==> src/rtl/sr_pkg.sv <==
// Shared definitions for the clocked set/reset flag bank: conflict-resolution
// mode encoding and a population-count helper used by the conflict counter.
package sr_pkg;

  localparam int SR_MODE_W = 2;
  typedef logic [SR_MODE_W-1:0] sr_mode_t;

  localparam sr_mode_t SR_HOLD   = 2'd0;
  localparam sr_mode_t SR_SET    = 2'd1;
  localparam sr_mode_t SR_RESET  = 2'd2;
  localparam sr_mode_t SR_TOGGLE = 2'd3;

  localparam int POP_IN_W  = 32;
  localparam int POP_OUT_W = 6;

  // Number of set bits in a vector of up to 32 channels.
  function automatic logic [POP_OUT_W-1:0] popcount(input logic [POP_IN_W-1:0] v);
    logic [POP_OUT_W-1:0] cnt;
    cnt = '0;
    for (int i = 0; i < POP_IN_W; i++) begin
      cnt = cnt + POP_OUT_W'(v[i]);
    end
    return cnt;
  endfunction

endpackage

==> src/rtl/sr_cell.sv <==
// One clocked set/reset flag: next-state mux with software clear and
// configurable S=R=1 resolution, plus registered rise/fall/conflict pulses.
module sr_cell
  import sr_pkg::*;
#(
  parameter sr_mode_t MODE = SR_HOLD,
  parameter logic     INIT = 1'b0
) (
  input  logic clk,
  input  logic rst,
  input  logic s,
  input  logic r,
  input  logic clr,
  output logic q,
  output logic rise,
  output logic fall,
  output logic conflict
);

  logic q_next;

  // NOTE: q_next gets a default first so no path through the block leaves it
  // unassigned; otherwise synthesis infers a latch.
  always_comb begin
    q_next = q;
    if (clr) begin
      q_next = 1'b0;
    end else begin
      unique case ({s, r})
        2'b10:   q_next = 1'b1;
        2'b01:   q_next = 1'b0;
        2'b00:   q_next = q;
        2'b11: begin
          case (MODE)
            SR_SET:    q_next = 1'b1;
            SR_RESET:  q_next = 1'b0;
            SR_TOGGLE: q_next = ~q;
            default:   q_next = q;
          endcase
        end
        default: q_next = q;
      endcase
    end
  end

  // NOTE: state registers use non-blocking assignments so every register
  // samples the pre-edge value of q, which the edge detectors rely on.
  always_ff @(posedge clk) begin
    if (rst) begin
      q        <= INIT;
      rise     <= 1'b0;
      fall     <= 1'b0;
      conflict <= 1'b0;
    end else begin
      q        <= q_next;
      rise     <= q_next & ~q;
      fall     <= ~q_next & q;
      // Reported even when the clear overrides the channel's next state.
      conflict <= s & r;
    end
  end

endmodule

==> src/rtl/sr_flag_bank.sv <==
// Bank of CHANNELS independent clocked SR flags with software clear, edge
// pulses, and a saturating counter of S=R=1 conflict events.
module sr_flag_bank
  import sr_pkg::*;
#(
  parameter int                  CHANNELS      = 8,
  parameter int                  CONFLICT_MODE = 0,
  parameter logic [CHANNELS-1:0] INIT_Q        = '0,
  parameter int                  CNT_W         = 4
) (
  input  logic                clk,
  input  logic                rst,
  input  logic [CHANNELS-1:0] s,
  input  logic [CHANNELS-1:0] r,
  input  logic                clr_we,
  input  logic [CHANNELS-1:0] clr_mask,
  input  logic                clr_cnt,
  output logic [CHANNELS-1:0] q,
  output logic [CHANNELS-1:0] qbar,
  output logic [CHANNELS-1:0] rise,
  output logic [CHANNELS-1:0] fall,
  output logic [CHANNELS-1:0] conflict,
  output logic                any_q,
  output logic [CNT_W-1:0]    conflict_cnt
);

  // Wide enough to add a full-scale counter and an all-channel popcount.
  localparam int SUM_W = CNT_W + $clog2(CHANNELS) + 1;
  localparam logic [SUM_W-1:0] CNT_MAX = {{(SUM_W-CNT_W){1'b0}}, {CNT_W{1'b1}}};
  localparam sr_mode_t MODE = sr_mode_t'(CONFLICT_MODE);

  logic [CHANNELS-1:0] clr_vec;
  logic [POP_IN_W-1:0] both_ext;
  logic [SUM_W-1:0]    pop_w;
  logic [SUM_W-1:0]    sum_w;
  logic [SUM_W-1:0]    base_w;
  logic [CNT_W-1:0]    cnt_next;

  assign clr_vec = {CHANNELS{clr_we}} & clr_mask;

  for (genvar i = 0; i < CHANNELS; i++) begin : g_cell
    sr_cell #(
      .MODE (MODE),
      .INIT (INIT_Q[i])
    ) u_cell (
      .clk      (clk),
      .rst      (rst),
      .s        (s[i]),
      .r        (r[i]),
      .clr      (clr_vec[i]),
      .q        (q[i]),
      .rise     (rise[i]),
      .fall     (fall[i]),
      .conflict (conflict[i])
    );
  end

  assign qbar  = ~q;
  assign any_q = |q;

  // Events in a clear cycle seed the counter rather than being dropped.
  always_comb begin
    both_ext = POP_IN_W'(s & r);
    pop_w    = SUM_W'(popcount(both_ext));
    sum_w    = SUM_W'(conflict_cnt) + pop_w;
    base_w   = clr_cnt ? pop_w : sum_w;
    cnt_next = (base_w > CNT_MAX) ? CNT_W'(CNT_MAX) : CNT_W'(base_w);
  end

  always_ff @(posedge clk) begin
    if (rst) begin
      conflict_cnt <= '0;
    end else begin
      conflict_cnt <= cnt_next;
    end
  end

endmodule

==> config.mk <==
export PLATFORM = sky130hd
export DESIGN_NAME = sr_flag_bank
export DESIGN_NICKNAME = d
export VERILOG_FILES = /design/src/rtl/sr_pkg.sv /design/src/rtl/sr_cell.sv /design/src/rtl/sr_flag_bank.sv
export SDC_FILE = /design/constraint.sdc
export NUM_CORES = 1
export LEC_CHECK = 0
export ABC_AREA = 1
export BUFFER_PORTS_ARGS = -buffer_cell sky130_fd_sc_hd__buf_2
export CAP_MARGIN = 20
export CORE_MARGIN = 2
export CORE_UTILIZATION = 25
export DETAILED_ROUTE_END_ITERATION = 12
export PLACE_DENSITY = 0.5
export SLEW_MARGIN = 20
export SYNTH_ARGS = -nofsm -noshare
export SYNTH_HDL_FRONTEND = slang
export SYNTH_SLANG_ARGS = --single-unit
==> constraint.sdc <==
create_clock -name clk -period 11.91 [get_ports clk]
set_input_delay 2.9775 -clock clk [delete_from_list [all_inputs] [get_ports clk]]
set_output_delay 2.9775 -clock clk [all_outputs]
set_load 0.05 [all_outputs]
==> results of run 1 <==
==> power breakdown <==
part / total [mW] / switching (mW) / internal [mW]
registers: 0.136 / 0.00637 / 0.130
clock network: 0.0813 / 0.0416 / 0.0398
logic: 0.115 / 0.0818 / 0.0336
==> routing by layer <==
layer,track usage [%],routed length [um]
met5,0,0
met4,3.68,51
met3,3.63,342
met2,15.1,1790
met1,11.8,1790
==> critical path, delay by kind of cell <==
kind | cells | cell delay [ns]
buf+inv | 4 | 0.27
simple gates | 6 | 0.45
fa+ha+maj | 7 | 2.73
==> stage by stage <==
| step | total power, mW | instances | hold slack, ns | util, % | setup WS (ns) |
|---|---|---|---|---|---|
| after floorplan | 0.235 | 250 | 0.468 | - | 5.68 |
| after global placement | 0.256 | 387 | 0.497 | 28.6 | 5.38 |
| after detailed placement | 0.256 | 387 | 0.501 | 28.6 | 5.34 |
| after CTS | 0.341 | 394 | 0.513 | 29.6 | 5.64 |
| after global routing | 0.361 | 394 | 0.550 | 29.6 | 5.41 |
| final | 0.333 | 394 | 0.507 | 29.6 | 5.64 |
==> flip-flops by register name, summed over array words and instances, names as in the netlist <==
name	flops
g_cell.u_cell.rise	8
g_cell.u_cell.fall	8
conflict_cnt	4
g_cell.u_cell.conflict	8
g_cell.u_cell.q	8
==> layout make-up <==
type,instances,area [um2],area share (%)
multi-input cells,135,845,36.9
flip-flops and latches,36,721,31.5
repair buffers,72,360,15.7
inverters,42,158,6.89
well taps,102,128,5.58
clock buffers,6,72.6,3.17
clock inverters,1,5.00,0.219
==> cell families after synthesis <==
| kind of cell | synth area share (%) |
|---|---|
| XOR/XNOR | 0.441 |
| flip-flops | 36.2 |
| AO/OA/AOI/OAI | 3.27 |
| adder cells (fa/ha/maj) | 19.5 |
| AND/OR/NAND/NOR | 19.3 |
| buffers and inverters | 21.3 |
==> worst paths after layout <==
path,from,endpoint,slack (ns),cells past startpoint
setup reg to reg,conflict_cnt[0],conflict_cnt[2],10.37,9
hold reg to reg,g_cell[1].u_cell.q,g_cell[1].u_cell.fall,0.51,2
hold / removal,g_cell[1].u_cell.q,g_cell[1].u_cell.fall,0.51,2
setup / recovery,s[1],conflict_cnt[2],5.64,17
==> placed cells by master (no fill, tap or decap) <==
cell type / instances
buf_2: 72
nand2_1: 46
inv_1: 42
dfxtp_1: 36
nor2_1: 30
ha_1: 23
o21ai_0: 8
nor3_1: 8
fa_1: 5
clkbuf_8: 5
nor2_2: 4
nand3_1: 4
nor4_1: 2
o211ai_1: 2
a21oi_1: 2
xnor2_1: 1
clkinv_2: 1
clkbuf_1: 1
==> run summary, run 1 <==
DIE AREA - 0.00868 mm2
Via Count - 1,482
sequential share of the synthesized area - 36.2%
io pins - 73
Synth Instances - 250
Hold Crit Class - reg -> reg
Yosys Warn Count - 0
endpoint type of the worst setup path - flip-flop
CP required - 12.06 ns
Clock Root Buffer - clkbuf_8
Post-CTS Resized - 0
Syn Nets - 306
Max Clock Freq - 160 MHz
asr flop ratio synth - 0%
largest buffer count on any clock path - 2
latest clock arrival within the worst-skew pair - 0.28 ns
Layout Nets - 348
die width - 93.2 um
Num CTS Buffers - 5
Synth cell types - 16
area post-placement - 0.00221 mm2
Worst path max stage delay - 0.57 ns
total wire length - 3970 um
status - completed
H-tree depth - 2
Least-Margin Pin Slew - 0.651 ns
CTS Sinks - 36
Max Cap Viol - 0
largest net degree at the start of global routing - 36
# port buffers - 72
CP Cell Sequence - buf_2 -> ha_1 -> inv_1 -> fa_1 -> fa_1 -> fa_1 -> inv_1 -> ha_1 -> inv_1 -> fa_1 -> fa_1 -> nor2_1 -> nor2_1 -> nand2_1 -> nand2_1 -> nor2_1 -> nor2_1
Fin. Hold Viols - 0
first-pass GRT wire length - 6410 um
top cells by count, synth - nand2_1, inv_1, dfxtp_1
RePlAce Congestion - 0.742
post-route minimum period - 6.27 ns
synth top area cells - dfxtp_1, ha_1, buf_4
Worst EP arrival - 6.42 ns
ys flop type - dfxtp_1
Initial DRC Count - 33
DRC - 0
Vias/cell - 3.76
Setup crit start kind - input port
Peak VDD IR - 0.0474 mV
filler cell count - 866
HPWL Detailed - 3140 um
Tcrit/Tclk final - 52.6%
vias in the first global route - 1,407
fin area - 0.00229 mm2
Starting Density - 25.7%
WL per Instance - 10.1 um
Setup Skew - 0.00219 ns
leakage power - 1.24 nW
Antenna diodes - 0
Pwr Density - 145 mW/mm2
row cnt - 32
grt total ovfl - 0
Slew Limit Fails - 0
post-CTS setup buffer count - 0
Critical Path Fanout Max - 3
share of the synthesized area in the top cell type - 36.2%
TritonCTS clock tree - yes
1st-pass router iterations - 3
cts hold-fix bufs - 0
Setup TNS - 0 ns
initial antenna violation count - 0
Worst slew margin - 56.6%
Tot GR Track Use - 9.57%
Finish-stage setup viols - 0
fraction of layout cells with a size suffix above 1 - 28.1%
RSZ-0062 raised after global routing - no
core footprint - 0.00773 mm2
number of enable flip-flop cells after synthesis - 0
critical path type - in -> reg
syn_area_per_cell - 7.95 um2
count leader, synth - nand2_1
Mapped Area - 0.00199 mm2
Syn-to-layout area delta - 15.1%
Yosys reg bits - 36
CP max-delay cell - fa_1
Die Y - 93.2 um
Yosys top cell by area - dfxtp_1
ANT nets after route - 0
most frequent cell on the critical path - fa_1
clk slew on worst S/H paths - 0.07 ns
(Power assumes the default switching activity.)
==> run 2: changes to the inputs <==
ABC_AREA = 0   (was 1)
PLACE_DENSITY = 0.52   (was 0.5)
clock period = 5.7 ns   (was 11.91 ns; I/O delays follow)
==> run summary, run 2 <==
reg2reg setup slack - 4.10 ns
Initial DRC Count - 16
Via Count - 1,472
Mapped Area - 0.00202 mm2
die width - 93.8 um
asr flop ratio synth - 0%
Least-Margin Pin Slew - 0.687 ns
Slew Limit Fails - 0
vias in the first global route - 1,377
Crit Reg-Reg Endpoint - conflict_cnt[3]
status - completed
CP Cell Sequence - buf_2 -> ha_1 -> inv_1 -> fa_1 -> fa_1 -> fa_1 -> inv_1 -> ha_1 -> inv_1 -> fa_1 -> xnor2_1 -> ha_1 -> or4_1 -> a21oi_1 -> nor4bb_1
Setup TNS - 0 ns
Yosys reg bits - 36
count leader, synth - dfxtp_1
Setup crit start kind - input port
Levels on crit path - 15
count of non-filler cells in the finished layout - 359
ANT nets after route - 0
core footprint - 0.00777 mm2
Worst EP arrival - 4.94 ns
# port buffers - 72
Buf+Inv Stages, Crit Path - 4
Post-CTS Resized - 0
Num CTS Buffers - 5
Antenna diodes - 0
Yosys top cell by area - dfxtp_1
share of the synthesized area in the top cell type - 35.8%
ys flop type - dfxtp_1
post-route minimum period - 4.80 ns
Worst path max stage delay - 0.51 ns
fraction of layout cells with a size suffix above 1 - 34.6%
number of enable flip-flop cells after synthesis - 0
CP required - 5.84 ns
io pins - 73
Vias/cell - 4.10
TritonCTS clock tree - yes
DP Cell Count - 351
first-pass GRT wire length - 6540 um
synth top area cells - dfxtp_1, ha_1, buf_4
RSZ-0062 raised after global routing - no
hold_ws - 0.508 ns
Synth Instances - 214
latest clock arrival within the worst-skew pair - 0.28 ns
post-CTS setup buffer count - 0
Max Cap Viol - 0
leakage power - 1.20 nW
CP endpoint - conflict_cnt[3]
initial antenna violation count - 1
Clock Root Buffer - clkbuf_8
Fin. Hold Viols - 0
Layout Nets - 312
total wire length - 4290 um
Pwr Density - 324 mW/mm2
R2R Path Start - conflict_cnt[0]
DIE AREA - 0.00880 mm2
CP startpoint - s[3]
cts hold-fix bufs - 0
Worst slew margin - 54.2%
row cnt - 32
largest buffer count on any clock path - 2
Tot GR Track Use - 9.76%
Synth cell types - 30
most frequent cell on the critical path - fa_1
internal power - 0.480 mW
Clock Power Share - 29.4%
CTS Sinks - 36
Register-to-Register Path Depth - 6
1st-pass router iterations - 3
Max Clock Freq - 209 MHz
H-tree depth - 2
endpoint type of the worst setup path - flip-flop
syn_area_per_cell - 9.42 um2
sequential share of the synthesized area - 35.8%
Yosys Warn Count - 0
Finish-stage setup viols - 0
Die Y - 93.8 um
Hold Crit Class - reg -> reg
Starting Density - 26.0%
NetSw - 0.281 mW
top cells by count, synth - dfxtp_1, buf_4, inv_1
Peak VDD IR - 0.120 mV
critical path's top delay family - adder cells
Critical Path Fanout Max - 3
most frequent cells in the layout - buf_2, dfxtp_1, inv_1
DRC - 0
most common cell after layout, fill and taps aside - buf_2
Syn Nets - 270
Syn-to-layout area delta - 16.5%
HPWL Detailed - 3380 um
WL per Instance - 12.0 um
Tcrit/Tclk final - 84.1%
sw frac - 37.0%
CP max-delay cell - fa_1
HP Start - g_cell[3].u_cell.q
largest net degree at the start of global routing - 34
grt total ovfl - 0
critical path type - in -> reg
Setup Skew - 0.00128 ns
sequential power share - 37.3%
Comb pwr share - 33.3%
RePlAce Congestion - 0.674
clk slew on worst S/H paths - 0.08 ns
-- run 2: power by group through the flow --
stage / Sequential (mW) / Combinational (mW) / Clock (mW)
final: 0.284 / 0.253 / 0.224
after global routing: 0.287 / 0.275 / 0.243
after CTS: 0.284 / 0.257 / 0.234
after detailed placement: 0.290 / 0.256 / 0
after global placement: 0.290 / 0.255 / 0
after floorplan: 0.308 / 0.193 / 0
-- run 2: final cells by class --
type,instances,area [um2]
Clock buffer,6,72.6
Clock inverter,2,35.0
Fill cell,844,5420
Inverter,37,139
Multi-Input combinational cell,104,893
Sequential cell,36,721
Tap cell,102,128
Timing Repair Buffer,72,360
-- run 2: cells by family (layout without fill, tap and decap cells) --
group / after synthesis / count (layout) / synth area share (%)
compound gates: 35 / 35 / 13.5
xor+xnor: 2 / 2 / 0.869
fa+ha+maj: 28 / 28 / 19.2
buf+inv: 74 / 117 / 19.9
flops: 36 / 36 / 35.8
simple gates: 39 / 39 / 10.7
-- run 2: per-layer routing --
| layer | track usage, % | up-vias | share of wire (%) |
|---|---|---|---|
| li1 | - | 759 | - |
| met1 | 12.6 | 657 | 48 |
| met2 | 14.8 | 47 | 43 |
| met3 | 4.01 | 7 | 8.4 |
| met4 | 2.90 | 2 | 0.72 |
| met5 | 0 | - | 0.30 |
-- run 2: stage by stage --
stage / worst slack [ns] / area, um2 / utilization [%] / total power [mW]
after floorplan: 0.949 / 2020 / - / 0.501
after global placement: 0.638 / 2240 / 28.8 / 0.545
after detailed placement: 0.624 / 2240 / 28.8 / 0.547
after CTS: 0.903 / 2350 / 30.2 / 0.776
after global routing: 0.763 / 2350 / 30.2 / 0.805
final: 0.904 / 2350 / 30.2 / 0.761
-- run 2: how the worst min path moves through the flow --
stage	to	slack, ns	depth (start not counted)
after detailed placement	g_cell[3].u_cell.rise	0.50	1
after floorplan	g_cell[2].u_cell.rise	0.46	1
after global routing	g_cell[7].u_cell.rise	0.54	1
final	g_cell[3].u_cell.rise	0.51	1
after CTS	g_cell[3].u_cell.rise	0.51	1
after global placement	g_cell[3].u_cell.rise	0.49	1
